**src/rtl/mc_pkg.sv**
```systemverilog
// Shared types and encodings for the multicycle MIPS control unit.
package mc_pkg;

  typedef enum logic [3:0] {
    S_RST,
    FETCH,
    DECODE,
    MEMADR,
    MEMRD,
    MEMWB,
    MEMWR,
    RTYPEEX,
    ALUWB,
    BRANCHEX,
    ADDIEX,
    ANDIEX,
    IMMWB,
    JEX
  } statetype_t;

  localparam logic [5:0] OP_RTYPE = 6'b000000;
  localparam logic [5:0] OP_LW    = 6'b100011;
  localparam logic [5:0] OP_SW    = 6'b101011;
  localparam logic [5:0] OP_BEQ   = 6'b000100;
  localparam logic [5:0] OP_BNE   = 6'b000101;
  localparam logic [5:0] OP_BLT   = 6'b000001;
  localparam logic [5:0] OP_BGE   = 6'b100110;
  localparam logic [5:0] OP_ADDI  = 6'b001000;
  localparam logic [5:0] OP_ANDI  = 6'b001100;
  localparam logic [5:0] OP_J     = 6'b000010;

  localparam logic [1:0] ALUOP_ADD   = 2'b00;
  localparam logic [1:0] ALUOP_SUB   = 2'b01;
  localparam logic [1:0] ALUOP_FUNCT = 2'b10;
  localparam logic [1:0] ALUOP_AND   = 2'b11;

  localparam logic [1:0] SRCB_REG     = 2'b00;
  localparam logic [1:0] SRCB_FOUR    = 2'b01;
  localparam logic [1:0] SRCB_IMM     = 2'b10;
  localparam logic [1:0] SRCB_IMM_SH2 = 2'b11;

  localparam logic [1:0] PCSRC_ALU    = 2'b00;
  localparam logic [1:0] PCSRC_ALUOUT = 2'b01;
  localparam logic [1:0] PCSRC_JUMP   = 2'b10;

  function automatic logic op_is_legal(input logic [5:0] op);
    case (op)
      OP_RTYPE, OP_LW, OP_SW, OP_BEQ, OP_BNE,
      OP_BLT, OP_BGE, OP_ADDI, OP_ANDI, OP_J: return 1'b1;
      default:                                return 1'b0;
    endcase
  endfunction

endpackage

```
**src/rtl/mc_controller_if.sv**
```systemverilog
// Control-unit <-> datapath signal bundle; master is the controller side.
interface mc_controller_if;
  logic [5:0] op;
  logic       zero;
  logic       neg;
  logic       mem_ready;
  logic       iord;
  logic       memwrite;
  logic       irwrite;
  logic       regdst;
  logic       memtoreg;
  logic       regwrite;
  logic       alusrca;
  logic [1:0] alusrcb;
  logic [1:0] aluop;
  logic [1:0] pcsrc;
  logic       pcen;
  logic       illegal;

  modport master (
    input  op, zero, neg, mem_ready,
    output iord, memwrite, irwrite, regdst, memtoreg, regwrite,
           alusrca, alusrcb, aluop, pcsrc, pcen, illegal
  );

  modport slave (
    output op, zero, neg, mem_ready,
    input  iord, memwrite, irwrite, regdst, memtoreg, regwrite,
           alusrca, alusrcb, aluop, pcsrc, pcen, illegal
  );
endinterface

```
**src/rtl/mc_branch_cond.sv**
```systemverilog
// Branch-taken evaluation from the rs-rt subtraction flags.
module mc_branch_cond
  import mc_pkg::*;
(
  input  logic [5:0] op,
  input  logic       zero,
  input  logic       neg,
  output logic       taken
);

  // BLT/BGE rely on the sign of rs-rt, i.e. a signed compare without overflow handling
  always_comb begin
    taken = 1'b0;
    case (op)
      OP_BEQ:  taken = zero;
      OP_BNE:  taken = ~zero;
      OP_BLT:  taken = neg;
      OP_BGE:  taken = ~neg;
      default: taken = 1'b0;
    endcase
  end

endmodule

```
**src/rtl/mc_controller.sv**
```systemverilog
// Multicycle MIPS control FSM: Moore decode of the state register plus
// mem_ready qualifiers on fetch, and the branch-qualified PC enable.
module mc_controller
  import mc_pkg::*;
#(
  parameter bit MEM_WAIT_EN = 1'b1
) (
  input  logic            clk,
  input  logic            reset_n,
  mc_controller_if.master bus
);

  statetype_t state_q, state_d;
  logic       is_sw_q, is_sw_d;
  logic       ready;
  logic       taken;
  logic       pcwrite;
  logic       branch;

  assign ready = MEM_WAIT_EN ? bus.mem_ready : 1'b1;

  mc_branch_cond u_branch_cond (
    .op    (bus.op),
    .zero  (bus.zero),
    .neg   (bus.neg),
    .taken (taken)
  );

  // LW/SW is resolved in DECODE so MEMADR never needs to look at op again
  always_comb begin
    state_d = state_q;
    is_sw_d = is_sw_q;
    case (state_q)
      S_RST:    state_d = FETCH;
      FETCH:    if (ready) state_d = DECODE;
      DECODE: begin
        is_sw_d = (bus.op == OP_SW);
        case (bus.op)
          OP_LW, OP_SW:                     state_d = MEMADR;
          OP_RTYPE:                         state_d = RTYPEEX;
          OP_BEQ, OP_BNE, OP_BLT, OP_BGE:   state_d = BRANCHEX;
          OP_ADDI:                          state_d = ADDIEX;
          OP_ANDI:                          state_d = ANDIEX;
          OP_J:                             state_d = JEX;
          default:                          state_d = FETCH;
        endcase
      end
      MEMADR:   state_d = is_sw_q ? MEMWR : MEMRD;
      MEMRD:    if (ready) state_d = MEMWB;
      MEMWB:    state_d = FETCH;
      MEMWR:    if (ready) state_d = FETCH;
      RTYPEEX:  state_d = ALUWB;
      ALUWB:    state_d = FETCH;
      BRANCHEX: state_d = FETCH;
      ADDIEX:   state_d = IMMWB;
      ANDIEX:   state_d = IMMWB;
      IMMWB:    state_d = FETCH;
      JEX:      state_d = FETCH;
      default:  state_d = FETCH;
    endcase
  end

  always_ff @(posedge clk or negedge reset_n) begin
    if (!reset_n) begin
      state_q <= S_RST;
      is_sw_q <= 1'b0;
    end else begin
      state_q <= state_d;
      is_sw_q <= is_sw_d;
    end
  end

  // S_RST decodes to all-zero, so asserting reset_n clears every output at once
  always_comb begin
    bus.iord     = 1'b0;
    bus.memwrite = 1'b0;
    bus.irwrite  = 1'b0;
    bus.regdst   = 1'b0;
    bus.memtoreg = 1'b0;
    bus.regwrite = 1'b0;
    bus.alusrca  = 1'b0;
    bus.alusrcb  = SRCB_REG;
    bus.aluop    = ALUOP_ADD;
    bus.pcsrc    = PCSRC_ALU;
    bus.illegal  = 1'b0;
    pcwrite      = 1'b0;
    branch       = 1'b0;
    case (state_q)
      FETCH: begin
        bus.alusrcb = SRCB_FOUR;
        bus.aluop   = ALUOP_ADD;
        bus.pcsrc   = PCSRC_ALU;
        bus.irwrite = ready;
        pcwrite     = ready;
      end
      DECODE: begin
        bus.alusrcb = SRCB_IMM_SH2;
        bus.aluop   = ALUOP_ADD;
        bus.illegal = ~op_is_legal(bus.op);
      end
      MEMADR: begin
        bus.alusrca = 1'b1;
        bus.alusrcb = SRCB_IMM;
      end
      MEMRD:    bus.iord = 1'b1;
      MEMWB: begin
        bus.memtoreg = 1'b1;
        bus.regwrite = 1'b1;
      end
      MEMWR: begin
        bus.iord     = 1'b1;
        bus.memwrite = 1'b1;
      end
      RTYPEEX: begin
        bus.alusrca = 1'b1;
        bus.alusrcb = SRCB_REG;
        bus.aluop   = ALUOP_FUNCT;
      end
      ALUWB: begin
        bus.regdst   = 1'b1;
        bus.regwrite = 1'b1;
      end
      BRANCHEX: begin
        bus.alusrca = 1'b1;
        bus.alusrcb = SRCB_REG;
        bus.aluop   = ALUOP_SUB;
        bus.pcsrc   = PCSRC_ALUOUT;
        branch      = 1'b1;
      end
      ADDIEX: begin
        bus.alusrca = 1'b1;
        bus.alusrcb = SRCB_IMM;
        bus.aluop   = ALUOP_ADD;
      end
      ANDIEX: begin
        bus.alusrca = 1'b1;
        bus.alusrcb = SRCB_IMM;
        bus.aluop   = ALUOP_AND;
      end
      IMMWB:    bus.regwrite = 1'b1;
      JEX: begin
        bus.pcsrc = PCSRC_JUMP;
        pcwrite   = 1'b1;
      end
      default: ;
    endcase
    bus.pcen = pcwrite | (branch & taken);
  end

endmodule

```
**src/flat_wrapper.sv**
```systemverilog
// flat-port wrapper written by rule: the top's interface ports become plain ports
module mc_controller_flat import mc_pkg::*;
#(
  parameter bit MEM_WAIT_EN = 1'b1
)
  (clk, reset_n, bus_op, bus_zero, bus_neg, bus_mem_ready, bus_iord, bus_memwrite, bus_irwrite, bus_regdst, bus_memtoreg, bus_regwrite, bus_alusrca, bus_alusrcb, bus_aluop, bus_pcsrc, bus_pcen, bus_illegal);
  mc_controller_if bus_i ();
  input  logic clk;
  input  logic reset_n;
  input wire logic [$bits(bus_i.op)-1:0] bus_op;
  input wire logic [$bits(bus_i.zero)-1:0] bus_zero;
  input wire logic [$bits(bus_i.neg)-1:0] bus_neg;
  input wire logic [$bits(bus_i.mem_ready)-1:0] bus_mem_ready;
  output wire logic [$bits(bus_i.iord)-1:0] bus_iord;
  output wire logic [$bits(bus_i.memwrite)-1:0] bus_memwrite;
  output wire logic [$bits(bus_i.irwrite)-1:0] bus_irwrite;
  output wire logic [$bits(bus_i.regdst)-1:0] bus_regdst;
  output wire logic [$bits(bus_i.memtoreg)-1:0] bus_memtoreg;
  output wire logic [$bits(bus_i.regwrite)-1:0] bus_regwrite;
  output wire logic [$bits(bus_i.alusrca)-1:0] bus_alusrca;
  output wire logic [$bits(bus_i.alusrcb)-1:0] bus_alusrcb;
  output wire logic [$bits(bus_i.aluop)-1:0] bus_aluop;
  output wire logic [$bits(bus_i.pcsrc)-1:0] bus_pcsrc;
  output wire logic [$bits(bus_i.pcen)-1:0] bus_pcen;
  output wire logic [$bits(bus_i.illegal)-1:0] bus_illegal;
  assign bus_i.op = bus_op;
  assign bus_i.zero = bus_zero;
  assign bus_i.neg = bus_neg;
  assign bus_i.mem_ready = bus_mem_ready;
  assign bus_iord = bus_i.iord;
  assign bus_memwrite = bus_i.memwrite;
  assign bus_irwrite = bus_i.irwrite;
  assign bus_regdst = bus_i.regdst;
  assign bus_memtoreg = bus_i.memtoreg;
  assign bus_regwrite = bus_i.regwrite;
  assign bus_alusrca = bus_i.alusrca;
  assign bus_alusrcb = bus_i.alusrcb;
  assign bus_aluop = bus_i.aluop;
  assign bus_pcsrc = bus_i.pcsrc;
  assign bus_pcen = bus_i.pcen;
  assign bus_illegal = bus_i.illegal;
  mc_controller #(.MEM_WAIT_EN(MEM_WAIT_EN)) u_core (.clk(clk), .reset_n(reset_n), .bus(bus_i));
endmodule
```
**config.mk**
```make
export PLATFORM = sky130hd
export DESIGN_NAME = mc_controller_flat
export DESIGN_NICKNAME = d
export VERILOG_FILES = /design/src/rtl/mc_pkg.sv /design/src/rtl/mc_controller_if.sv /design/src/rtl/mc_branch_cond.sv /design/src/rtl/mc_controller.sv /design/src/flat_wrapper.sv
export SDC_FILE = /design/constraint.sdc
export NUM_CORES = 1
export LEC_CHECK = 0
export CORE_MARGIN = 2
export CORE_UTILIZATION = 36
export DETAILED_ROUTE_END_ITERATION = 12
export HOLD_SLACK_MARGIN = 0.15
export PLACE_DENSITY = 0.78
export REMOVE_ABC_BUFFERS = 1
export SLEW_MARGIN = 20
export SYNTH_ARGS = -nofsm -noshare
export SYNTH_HDL_FRONTEND = slang
export SYNTH_SLANG_ARGS = --single-unit
```
**constraint.sdc**
```tcl
create_clock -name clk -period 1.55 [get_ports clk]
set_clock_uncertainty 0.15 [all_clocks]
set_input_delay 0.155 -clock clk [delete_from_list [all_inputs] [get_ports clk]]
set_output_delay 0.155 -clock clk [all_outputs]
set_load 0.03 [all_outputs]
```
==> results.cfg, run 1 <==
[outcome]
outcome = finished, violations left
violations = negative setup slack

[floorplan]
die_w_um = 43.8
die_h_um = 43.8
num_rows = 14
ios = 26
die_area_um2 = 1920
core_um2 = 1490
initial_utilization_pct = 38.2

[worst_setup_path]
critPathMaxStageDelay_ps = 450
crit_path_start_kind = flip-flop
crit_path_top_delay_cell = dfrtp_2
crit_arrival_ps = 1340
crit_top_cell = buf_6
critPathBufInv = 2
end_kind = primary output
path_delay_family = flip-flops
crit_path_max_fanout = 4
crit_chain = buf_6 > nand2_2 > a21oi_2 > a41o_1 > buf_6
worstPathRequired_ps = 1240
critical_path_class = reg -> out

[finish]
final_net_count = 160
final_cells = 164
drive_gt1_share_pct = 64.9
diodes = 0
stdcell_area_um2 = 1270
syn_to_final_growth_pct = 123
n_fill_cell = 95
fin_util_pct = 85.2

[clock_tree]
root_buffer = clkbuf_4
cts.clk_slew.worst_paths_ps = 50
cts_tree = built
htree_levels = 1
cts_buffer_depth = 2
cts_sinks = 5
numCtsBuffers = 3
clock_insertion_delay_worst_skew_ps = 260

[global_routing]
grt_usage_pct = 26.7
grt_start_max_net_pins = 9
grt_pass1_wl_um = 3830
grt-ovfl-total = 0
antenna_found_initial = 0
grt_pass1_vias = 914

[synthesis]
synth.distinct_cells = 32
synth_seq_area_share_pct = 22.0
synth_top_area_share_pct = 22.0
synth_area_leaders = dfrtp_1 (22%), nor2_1 (11%), nand2_1 (9.2%)
synth_largest_area_cell = dfrtp_1
synth_common_cells = nor2_1 (17), nand2_1 (14), dfrtp_1 (5)
syn_inst = 86
synth_edf_count = 0
yosys.cell_count.top_type = nor2_1
async_reset_ff_share_pct = 100
synth_seq_cells = 5
avgSynthCellArea_um2 = 6.62
yosys_most_used_dff = dfrtp_1
yosys_warnings = 0
synth_area_um2 = 569

[power]
power.density_nw_per_um2 = 1460
p_leak_nw = 0.590
irDropWorstVdd_mv = 0.970
finalPower_mw = 1.85

[drt]
avgRoutedWirePerCell_um = 15.0
drt_iter0_drc = 19
firstDrtPassIters = 4
num_vias = 917
antenna_left = 0
drt-total-wl_um = 2450
post-route-drc-count = 0
drt-vias-per-instance = 5.59

[place]
place_inst = 144
place_hpwl_um = 1460
gp_congestion = 0.828
pre_cts_ws_ps = -371
dpl-instance-area_um2 = 943
portBuffers = 25

[timing]
holdWs_ps = 286
setup_viol = 9
slew_headroom_pct = 77.4
fin_crit_sh_pct = 106
max_freq_mhz = 606
rsz0062_at_grt = true
fin_ws_ps = -99.6
setup_tns_ps = -423
finalHoldViolCount = 0
tightest_slew_ps = 338
period_minus_slack_ps = 1650
drv_slew = 0

[flow_run]
cap_violations = 0

[worst_hold_path]
hold_path_class = in -> reg
[cell usage in the layout, fill, tap and decap left out, types with 2 or more instances in the layout]
cell type        count
a211oi_2             2
a21oi_1              2
a21oi_2              2
a32o_1               2
buf_4               34
buf_6               19
clkbuf_2             5
clkbuf_4             3
clkdlybuf4s50_1      3
dfrtp_2              4
inv_2                3
nand2_1              7
nand2_2              5
nand2_4              2
nand3_1              2
nor2_1              12
nor2_2               2
nor2_4               3
nor2b_1              2
o21ai_0              2
o22ai_1              2
o31ai_2              3
[layer usage]
metal  part of all wire [%]  vias to the layer above  global-route usage [%]
met2                     52                       49                    47.6
met3                    6.6                       11                    8.75
met4                    3.2                        0                    10.9
li1                       -                      433                       -
met5                      0                        -                       0
met1                     38                      424                    28.5
[worst reg2reg max path: cells and delay by family (launching register included)]
kind            cells  cell delay (ps)
flops               1              400
buf+inv             1              100
compound gates      2              320
mux                 1              330
simple gates        1               80
[worst paths after layout]
kind,start,to,slack [ps],cells past startpoint
min in group asynchronous,reset_n,u_core.state_q[2],520,2
max in group asynchronous,reset_n,u_core.state_q[1],520,2
worst min-delay path,bus_op[3],u_core.is_sw_q,290,5
worst max-delay path,u_core.state_q[3],bus_pcen,-100,5
worst min register to register,u_core.is_sw_q,u_core.is_sw_q,340,2
worst max register to register,u_core.state_q[1],u_core.state_q[1],50,5
[cells by family (layout without fill, tap and decap cells)]
kind of cell / Yosys count / in the layout / share of synthesized area, %
compound gates: 24 / 24 / 29.9
xor+xnor: 1 / 1 / 1.54
buf+inv: 9 / 71 / 7.47
flops: 5 / 5 / 22.0
mux: 2 / 2 / 3.74
simple gates: 45 / 45 / 35.4
[power by group]
| part | leakage (nW) | total (mW) | switching [mW] | internal (mW) |
|---|---|---|---|---|
| logic | 0.516 | 1.42 | 0.747 | 0.669 |
| clock network | 0.0150 | 0.164 | 0.0657 | 0.0981 |
| registers | 0.0591 | 0.270 | 0.0827 | 0.187 |
| total | 0.590 | 1.85 | 0.896 | 0.955 |
[state kept, by name, indices dropped and copies added (netlist names)]
| register | count |
|---|---|
| u_core.is_sw_q | 1 |
| u_core.state_q | 4 |
[final cells by class]
type / instances / area, um2 / area share [%]
repair buffers: 64 / 556 / 43.8
well taps: 16 / 20.0 / 1.58
flip-flops and latches: 5 / 130 / 10.3
clock buffers: 4 / 26.3 / 2.07
multi-input cells: 72 / 526 / 41.4
inverters: 3 / 11.3 / 0.888
[repair_timing]
action                                  4_1_cts  5_1_grt
gates resized for setup                      49       28
pin swaps                                    12        9
endpoints found under the hold margin         5        0
hold buffers                                  1        0
endpoints found under the setup margin       14       16
setup buffers                                11        4
Power figures use the tool's default switching activity.
==> run 2, diff against run 1 <==
Settings changed: CORE_MARGIN 2 to 4.
==> results.cfg, run 2 (synthesis gave the netlist of run 1 again) <==
[timing]
slew_headroom_pct = 82.5
finalHoldViolCount = 0
setup_viol = 12
drv_slew = 0
tightest_slew_ps = 261
fin_ws_ps = -159
holdWs_ps = 364
period_minus_slack_ps = 1710
max_freq_mhz = 585
fin_crit_sh_pct = 110
rsz0062_at_grt = true

[floorplan]
initial_utilization_pct = 37.8
die_w_um = 47.8
die_area_um2 = 2280
ios = 26
core_um2 = 1510
num_rows = 14
die_h_um = 47.8

[clock_tree]
cts_buffer_depth = 2
htree_levels = 1
clock_insertion_delay_worst_skew_ps = 250
numCtsBuffers = 3
cts_sinks = 5
cts_tree = built
cts.clk_slew.worst_paths_ps = 50
root_buffer = clkbuf_4

[finish]
multi_input_area_um2 = 509
layout.cells.most_common = buf_4
reg_top3 = u_core.state_q x4, u_core.is_sw_q x1
drive_gt1_share_pct = 56.3
final_cell_mix = buf_4 (32), buf_6 (15), nor2_1 (9), nand2_1 (9), dlygate4sd2_1 (6)
regMostFlops = u_core.state_q
diodes = 0
syn_to_final_growth_pct = 113
largest_register_ffs = 4
final_net_count = 154
final-seq-area_um2 = 129
fin_util_pct = 80.4
n_fill_cell = 92

[global_routing]
grt_pass1_vias = 785
grt_pass1_wl_um = 3200
grt-ovfl-total = 0
grt_start_max_net_pins = 9
antenna_found_initial = 0
grt_usage_pct = 19.8

[drt]
antenna_left = 0
drt_iter0_drc = 26
num_vias = 884
firstDrtPassIters = 4
drt-vias-per-instance = 5.59
avgRoutedWirePerCell_um = 15.8
post-route-drc-count = 0
drt-total-wl_um = 2490

[place]
portBuffers = 25
pre_cts_ws_ps = -359
place_hpwl_um = 1500
gp_congestion = 0.906

[worst_setup_path]
critical_path_class = reg -> out
crit_path_max_fanout = 6
worstPathRequired_ps = 1240
crit_path_start_kind = flip-flop
rrSetupSlack_ps = 80
end_kind = primary output
crit_arrival_ps = 1400

[power]
power_switching_uw = 925
seqPwrFrac_pct = 14.9
irDropWorstVdd_mv = 0.677
finalPower_mw = 1.85
p_sw_share_pct = 49.9
internal_power_uw = 927
pwr-share-comb_pct = 76.6
p_leak_nw = 0.549
power.density_nw_per_um2 = 1530
clockPowerShare_pct = 8.6

[outcome]
violations = negative setup slack
outcome = finished, violations left

[worst_hold_path]
hold_path_class = reg -> reg

[flow_run]
cap_violations = 0
## run 2: area by class of cell
| cell class | instances | share of cell area, % |
|---|---|---|
| timing repair buffer | 58 | 42.3 |
| multi-input combinational | 72 | 42.0 |
| sequential | 5 | 10.6 |
| clock buffer | 3 | 1.86 |
| tap | 16 | 1.65 |
| inverter | 3 | 1.14 |
| clock inverter | 1 | 0.413 |
## run 2: power by group through the flow
stage	clock [mW]	sequential [mW]	combinational, mW
global placement	0	0.236	0.974
global route	0.186	0.276	1.50
CTS	0.161	0.257	1.16
finish	0.158	0.276	1.42
floorplan	0	0.257	0.542
detailed placement	0	0.239	0.991
## run 2: path summary, 6_finish.rpt
path                                   start           endpoint  cells past startpoint
max reg2reg                u_core.state_q[1]  u_core.state_q[1]                      4
min                           u_core.is_sw_q     u_core.is_sw_q                      2
min reg2reg                   u_core.is_sw_q     u_core.is_sw_q                      2
max in group asynchronous            reset_n  u_core.state_q[0]                      2
max                        u_core.state_q[3]       bus_regwrite                      6
min in group asynchronous            reset_n     u_core.is_sw_q                      2
## run 2: critical path, stage by stage (launching register included)
cell and delay (ps):
dfrtp_2 440, buf_6 140, inv_4 60, nand2_4 60
mux2i_1 130, and2_1 180, buf_6 140
## run 2: per-layer routing
metal	track usage [%]	vias to the layer above	part of all wire, %
li1	-	419	-
met1	21.6	423	39
met2	37.5	39	54
met3	3.38	3	6.1
met4	7.53	0	0.68
met5	0	-	0
## run 2: timing repair
action / CTS / global route
hold buffers: 1 / 0
endpoints found under the hold margin: 5 / 0
gates resized for setup: 36 / 22
pin swaps: 7 / 3
buffers inserted: 7 / 3
endpoints found under the setup margin: 13 / 14
## run 2: stage by stage
step                      instance area, um2  setup TNS [ps]  std cells
after global placement                   936           -1310        143
after global routing                    1210           -1450        158
after CTS                               1110            -522        155
final                                   1210            -769        158
after detailed placement                 936           -1620        143
after floorplan                          538            -871         80
